$ cat src/rtl/jtmx5k_snd_cmd.sv
// Sound command transmitter: queues main-CPU command bytes and presents them one
// at a time to the sound board with a fixed-width IRQ pulse, waiting for an ack.
module jtmx5k_snd_cmd #(
  parameter int AW      = 2,
  parameter int IRQ_LEN = 8
) (
  input  logic       clk,
  input  logic       rst,
  input  logic       cpu_cen,
  input  logic       latch_cs,
  input  logic       irq_cs,
  input  logic       wr_n,
  input  logic [7:0] din,
  input  logic       snd_ack,
  output logic [7:0] snd_latch,
  output logic       snd_irq,
  output logic       busy,
  output logic       full,
  output logic       ovf
);

  localparam int DEPTH = 1 << AW;

  typedef enum logic [1:0] {IDLE, PULSE, WAIT} state_t;

  logic [7:0]    stage_reg;
  logic [7:0]    mem [DEPTH];
  logic [AW-1:0] wr_ptr_reg, rd_ptr_reg;
  logic [AW:0]   count_reg;
  logic          ovf_reg;

  state_t        state_reg, state_next;
  logic [7:0]    cnt_reg, cnt_next;
  logic          acked_reg, acked_next;
  logic [7:0]    latch_reg, latch_next;
  logic          irq_reg, irq_next;

  logic       we, push, pop, push_ok, fifo_full, fifo_empty;
  logic [7:0] push_data;

  assign we         = cpu_cen & ~wr_n;
  assign push       = we & irq_cs;
  assign push_data  = latch_cs ? din : stage_reg;
  assign fifo_full  = (count_reg == (AW+1)'(DEPTH));
  assign fifo_empty = (count_reg == '0);
  assign pop        = (state_reg == IDLE) & ~fifo_empty;
  // A simultaneous pop frees a slot, so a push into a full FIFO still lands
  assign push_ok    = push & (~fifo_full | pop);

  always_ff @(posedge clk) begin
    if (push_ok) mem[wr_ptr_reg] <= push_data;
  end

  always_ff @(posedge clk) begin
    if (rst) begin
      stage_reg  <= 8'h00;
      wr_ptr_reg <= '0;
      rd_ptr_reg <= '0;
      count_reg  <= '0;
      ovf_reg    <= 1'b0;
    end else begin
      if (we & latch_cs) stage_reg <= din;
      if (push_ok) wr_ptr_reg <= wr_ptr_reg + AW'(1);
      if (pop)     rd_ptr_reg <= rd_ptr_reg + AW'(1);
      case ({push_ok, pop})
        2'b10:   count_reg <= count_reg + (AW+1)'(1);
        2'b01:   count_reg <= count_reg - (AW+1)'(1);
        default: count_reg <= count_reg;
      endcase
      if (push & ~push_ok) ovf_reg <= 1'b1;
    end
  end

  always_ff @(posedge clk) begin
    if (rst) begin
      state_reg <= IDLE;
      cnt_reg   <= 8'h00;
      acked_reg <= 1'b0;
      latch_reg <= 8'h00;
      irq_reg   <= 1'b0;
    end else begin
      state_reg <= state_next;
      cnt_reg   <= cnt_next;
      acked_reg <= acked_next;
      latch_reg <= latch_next;
      irq_reg   <= irq_next;
    end
  end

  always_comb begin
    state_next = state_reg;
    cnt_next   = cnt_reg;
    acked_next = acked_reg;
    latch_next = latch_reg;
    irq_next   = irq_reg;
    case (state_reg)
      IDLE: begin
        if (pop) begin
          latch_next = mem[rd_ptr_reg];
          irq_next   = 1'b1;
          cnt_next   = 8'(IRQ_LEN - 1);
          acked_next = 1'b0;
          state_next = PULSE;
        end
      end
      PULSE: begin
        // An early ack is remembered; the pulse still runs to full length
        if (snd_ack) acked_next = 1'b1;
        if (cnt_reg == 8'h00) begin
          irq_next   = 1'b0;
          state_next = WAIT;
        end else begin
          cnt_next = cnt_reg - 8'd1;
        end
      end
      WAIT: begin
        irq_next = 1'b0;
        if (snd_ack | acked_reg) state_next = IDLE;
      end
      default: state_next = IDLE;
    endcase
  end

  assign snd_latch = latch_reg;
  assign snd_irq   = irq_reg;
  assign busy      = (state_reg != IDLE) | ~fifo_empty;
  assign full      = fifo_full;
  assign ovf       = ovf_reg;

endmodule
$ cat config.mk
export PLATFORM = sky130hd
export DESIGN_NAME = jtmx5k_snd_cmd
export DESIGN_NICKNAME = d
export VERILOG_FILES = /design/src/rtl/jtmx5k_snd_cmd.sv
export SDC_FILE = /design/constraint.sdc
export NUM_CORES = 1
export LEC_CHECK = 0
export CELL_PAD_IN_SITES_DETAIL_PLACEMENT = 1
export CELL_PAD_IN_SITES_GLOBAL_PLACEMENT = 1
export CORE_UTILIZATION = 30
export DETAILED_ROUTE_END_ITERATION = 7
export GPL_TIMING_DRIVEN = 0
export PLACE_DENSITY = 0.6
export SYNTH_ARGS = -nofsm -noshare
export SYNTH_HDL_FRONTEND = slang
export SYNTH_SLANG_ARGS = --single-unit
export TNS_END_PERCENT = 50
$ cat constraint.sdc
create_clock -name clk -period 3.53 [get_ports clk]
set_clock_uncertainty 0.15 [all_clocks]
set_input_delay 0.353 -clock clk [delete_from_list [all_inputs] [get_ports clk]]
set_output_delay 0.353 -clock clk [all_outputs]
set_load 0.02 [all_outputs]
==> Yosys cells after proc, flatten, opt, wreduce, memory -nomap -nowiden <==
Memory sizes are Yosys's and may differ from the RTL's. A register that Yosys moved wholly into a read port is not among the register bits.
Cells that the tools add are included.
{ "totals": {"in_bits": 15, "register_bits": 28, "mem_bits_rw": 32, "rom_bits": 0, "word_cells": 67, "memories": 1, "output_inout_bits": 12, "latchBits": 0} }
{ "memory_table": {"columns": ["name", "words", "word_bits", "rd", "rd_ports_with_merged_regs", "wr", "line", "text"], "rows": [
  ["mem", 4, 8, 1, 1, 1, "27", "logic [7:0] mem [DEPTH];"]
]} }
{ "op_classes": {"magnitude_cmp": 0, "div": 0, "n_bitwise": 13, "n_eq_ne": 10, "n_mul": 0, "n_mux": 17, "reduce_logical": 12, "addsub": 5, "shifts": 0} }
{ "op_table": {"columns": ["op", "n"], "rows": [
  ["8-bit two-way mux", 3],
  ["8-bit one-hot mux with 2 select lines", 1],
  ["3-bit AND reduction", 4],
  ["2-bit inequality test, second input constant", 5],
  ["8-bit logical NOT", 1],
  ["8-bit by 1-bit subtractor with 8-bit output, second input constant", 1],
  ["1-bit AND", 6],
  ["1-bit two-way mux", 6],
  ["2-bit two-way mux", 3],
  ["2-bit one-hot mux with 3 select lines", 1],
  ["3-bit one-hot mux with 2 select lines", 1],
  ["2-bit nonzero test", 3],
  ["2-bit by 1-bit adder with 2-bit output, second input constant", 2],
  ["2-bit by 1-bit equality test with 1-bit output, second input constant", 2],
  ["2-bit equality test, second input constant", 2],
  ["1-bit inverter", 4],
  ["3-bit by 1-bit adder with 3-bit output, second input constant", 1],
  ["3-bit equality test, second input constant", 1],
  ["3-bit logical NOT", 1],
  ["1-bit OR", 3],
  ["1-bit one-hot mux with 3 select lines", 1],
  ["3-bit nonzero test", 1],
  ["3-bit by 1-bit subtractor with 3-bit output, second input constant", 1],
  ["2-bit logical NOT", 1],
  ["2 further kinds", 2]
]} }

==> Logic depth before layout (Yosys ltp) <==
{ "depth": {"depth_word": 7, "depth_mapped": 9, "depth_no_buf": 8} }

==> Worst setup path before layout <==
OpenSTA, ideal clock, no wires.
{ "synth_path": {"kind": "flip-flop to flip-flop", "from": "register state_reg[0]", "to": "register count_reg[2]", "stages_incl_launch_ff": 10, "slack_ns": 1.080, "required_ns": 3.260, "period_less_slack_ns": 2.450, "n_path_buf": 1, "t_arrival_ns": 2.181, "setup_time_ns": 0.120, "path_cell_list": "dfxtp_1 > inv_1 > ha_1 > buf_4 > o31a_1 > nand2_1 > fa_1 > or3_1 > and3_1 > o31a_1"} }
{ "synth_between": {"elab_chain_len": 6, "elab_cells_between_ends": 8, "cone_classes": "eq/ne (2); mux (1); bitwise (3); reduce/logical (2)"} }
{ "synth_lines": {"columns": ["element", "line", "text"], "rows": [
  ["from (decl)", "32", "state_t state_reg, state_next;"],
  ["from (signal assigned)", "82", "state_reg <= state_next;"],
  ["2-bit logical NOT *", "46", "assign pop = (state_reg == IDLE) & ~fifo_empty;"],
  ["1-bit AND *", "46", null],
  ["1-bit OR", "48", "assign push_ok = push & (~fifo_full | pop);"],
  ["1-bit AND", "48", null],
  ["2-bit by 1-bit equality test with 1-bit output or 2-bit equality test (tied branches)", "65", "case ({push_ok, pop})"],
  ["3-bit one-hot mux with 2 select lines or 2-bit nonzero test (tied branches)", null, null],
  ["to (signal assigned)", "66", "2'b10: count_reg <= count_reg + (AW+1)'(1);"],
  ["to (signal assigned)", "67", "2'b01: count_reg <= count_reg - (AW+1)'(1);"],
  ["to (signal assigned)", "68", "default: count_reg <= count_reg;"],
  ["to (decl)", "29", "logic [AW:0] count_reg;"]
]} }
Every way passes the cells marked *; elsewhere a longest branch is shown, timed or not.
A chain may end at the register's enable or synchronous reset.

==> Worst setup path in the final report <==
{ "layout_path": {"from": "register state_reg[0]", "to": "output port busy"} }
{ "layout_between": {"elab_chain_len": 2} }
{ "layout_lines": {"columns": ["element", "line", "text"], "rows": [
  ["2-bit nonzero test", "126", "assign busy = (state_reg != IDLE) | ~fifo_empty;"],
  ["1-bit OR", "126", null],
  ["to (decl)", "17", "output logic busy,"]
]} }
Every way passes these cells.

==> impl_metrics.json <==
{
  "worst_pin_slew_ns": 0.618,
  "clock-root-buffer": "clkbuf_8",
  "finalNetCount": 318,
  "antenna_found_initial": 0,
  "die_area_um2": 10900,
  "num_vias": 1999,
  "ys_seq_area_share_pct": 53.6,
  "synth_fa_ha_area_share_pct": 5.02,
  "regToRegSetupSlack_ns": 0.81,
  "final_cell_mix": "dfxtp_1 (36), edfxtp_1 (32), nand2_1 (29), clkdlybuf4s50_1 (25), nor2_1 (21)",
  "hold_class": "reg -> reg",
  "async_flop_share_pct": 0,
  "clockBufferDepth": 2,
  "outcome": "completed",
  "reg2reg_from": "state_reg[0]$_SDFFE_PP0P_",
  "place_ws_ns": 0.805,
  "max_stage_delay_ns": 0.57,
  "io_pins": 27,
  "crit_chain": "inv_1 -> ha_1 -> buf_4 -> nor4b_4 -> inv_4 -> clkdlybuf4s50_1",
  "synth_ff_type": "dfxtp_1",
  "numCtsBuffers": 9,
  "path_buf_inv": 4,
  "routed_wl_um": 6100,
  "slew_headroom_pct": 58.6,
  "grt_pass1_wl_um": 10200,
  "rows": 36,
  "hold_start": "snd_latch[7]$_SDFFE_PP0P_",
  "wire_per_inst_um": 14.2,
  "clkSinkCount": 68,
  "ys_ff_latch": 68,
  "drv_cap": 0,
  "final_common_cell": "dfxtp_1",
  "setup_tns_ns": 0,
  "reg2reg_depth": 9,
  "fp.dieW_um": 104,
  "synth_nets": 282,
  "finalHoldViolCount": 0,
  "grtUsageTotal_pct": 12.3,
  "cellLeakagePower_nw": 1.38,
  "ctsHoldBuffers": 0,
  "cp.required_ns": 3.03,
  "fin_crit_ns": 2.86,
  "critPathLaunch": "state_reg[0]$_SDFFE_PP0P_",
  "cts_setup_buffers": 0,
  "crit_fanout": 9,
  "worstSetupPathType": "reg -> out",
  "endpoint": "busy",
  "rsz0062_at_grt": "no",
  "start_kind": "flip-flop",
  "synthXorXnorAreaFrac_pct": 0.837,
  "antennaDiodeCount": 0,
  "rr_endpoint": "count_reg[2]$_SDFFE_PP0P_",
  "drt_iter0_markers": 58,
  "ir_worst_vdd_mv": 0.210,
  "fin_crit_sh_pct": 81.1,
  "largest-register": "mem",
  "synthSimpleGateAreaFrac_pct": 15.3,
  "end_kind": "output port",
  "place_congestion": 0.692,
  "synth_compound_area_share_pct": 7.57,
  "final_antenna_net_count": 0,
  "fmax_ghz": 0.349,
  "dp_hpwl_um": 4440,
  "slowest_stage": "clkdlybuf4s50_1",
  "synth_top_family_by_area": "simple AND/OR/NAND/NOR gates",
  "setup_viol": 0,
  "core_area_um2": 9950,
  "yosysWarnings": 0,
  "start_util_pct": 31.5,
  "overflow": 0,
  "critPathTopFamily": "buffers and inverters",
  "path_depth": 6,
  "port_buffers": 25,
  "chipHeight_um": 104,
  "ys_types": 50,
  "synthMuxAreaShare_pct": 13.5,
  "largest_reg_flops": 32,
  "grt_start_max_net_pins": 12,
  "cts_tree": "yes",
  "cts_resized": 0,
  "drc": 0,
  "synthCells": 255,
  "postLayoutSetupSlackWorst_ns": 0.668,
  "first_pass_iters": 4,
  "grt_pass1_vias": 2049,
  "drive_above_1_share_pct": 16.9,
  "clkLatencyLatePin_ns": 0.35,
  "area_growth_pct": 19.5,
  "syn_area_per_cell_um2": 12.3,
  "synth_edf_count": 32,
  "syn-cell-area_um2": 3140,
  "routed_via_density": 4.66,
  "htree_levels": 3,
  "clk_pin_slew_worst_paths_ns": 0.07,
  "powerDensity_nw_per_um2": 742,
  "cp.arrival_ns": 2.36,
  "slew_viol_final": 0
}
how the worst min path moves through the flow:
stage,depth (start not counted),endpoint,slack [ns]
floorplan,2,acked_reg$_SDFFE_PP0P_,0.28
global placement,2,snd_latch[6]$_SDFFE_PP0P_,0.29
detailed placement,2,snd_latch[6]$_SDFFE_PP0P_,0.30
CTS,2,snd_latch[6]$_SDFFE_PP0P_,0.31
global route,2,snd_latch[6]$_SDFFE_PP0P_,0.33
finish,2,snd_latch[7]$_SDFFE_PP0P_,0.31
through the flow:
| step | instances | utilization [%] | power (mW) | hold slack [ns] | area (µm²) |
|---|---|---|---|---|---|
| after floorplan | 255 | - | 1.85 | 0.280 | 3140 |
| after global placement | 413 | 35.7 | 2.15 | 0.294 | 3560 |
| after detailed placement | 413 | 35.7 | 2.18 | 0.298 | 3560 |
| after CTS | 429 | 37.7 | 2.82 | 0.308 | 3750 |
| after global routing | 429 | 37.7 | 2.96 | 0.330 | 3750 |
| final | 429 | 37.7 | 2.78 | 0.306 | 3750 |
cell usage after synthesis, types with 3 or more instances:
library cell | count | area, µm²
mux2i_1 | 13 | 130
a211oi_1 | 3 | 22.5
nand2_1 | 29 | 109
mux2_2 | 8 | 90.1
buf_2 | 3 | 15.0
nand2b_1 | 3 | 18.8
nor2_1 | 21 | 78.8
nand3_1 | 4 | 20.0
mux4_2 | 8 | 180
or3_1 | 3 | 18.8
o31ai_1 | 3 | 22.5
clkbuf_1 | 3 | 11.3
ha_1 | 11 | 138
buf_6 | 3 | 33.8
a21oi_1 | 14 | 70.1
dfxtp_1 | 36 | 721
edfxtp_1 | 32 | 961
and2_1 | 5 | 31.3
inv_1 | 11 | 41.3
worst reg2reg max path: cells and delay by family, from the launching register on:
kind	cells	cell delay, ns
DFF	1	0.34
and+or+nand+nor	3	0.69
buffers and inverters	2	0.28
adders and majority gates	2	0.59
AOI/OAI and AO/OA	2	0.55
report_power, final:
| group | total [mW] | switching (mW) | internal [mW] |
|---|---|---|---|
| clock network | 0.643 | 0.299 | 0.344 |
| registers | 0.999 | 0.0667 | 0.933 |
| logic | 1.14 | 0.630 | 0.510 |
cell families after synthesis:
logic type / count (synthesis)
AOI/OAI and AO/OA: 34
xor gates and xnor gates: 3
adders and majority gates: 12
buffers and inverters: 24
DFF: 68
muxes: 31
and+or+nand+nor: 83
final cells by class:
type / instances / area (µm²)
multi-input combinational: 163 / 1330
sequential: 68 / 1680
clock buffer: 12 / 145
fill: 1085 / 6200
timing repair buffer: 25 / 250
tap: 133 / 166
inverter: 12 / 47.5
clock inverter: 4 / 48.8
buffer: 12 / 85.1
layer usage:
layer  GRT usage, %  vias up  wire length [µm]
met5              0        -                 0
li1               -      992                 -
met2           18.2       28              2680
met3           2.32       11               143
met4           8.88        0               176
met1           16.1      968              3100
Note: power is estimated with default switching activity, not from simulation.
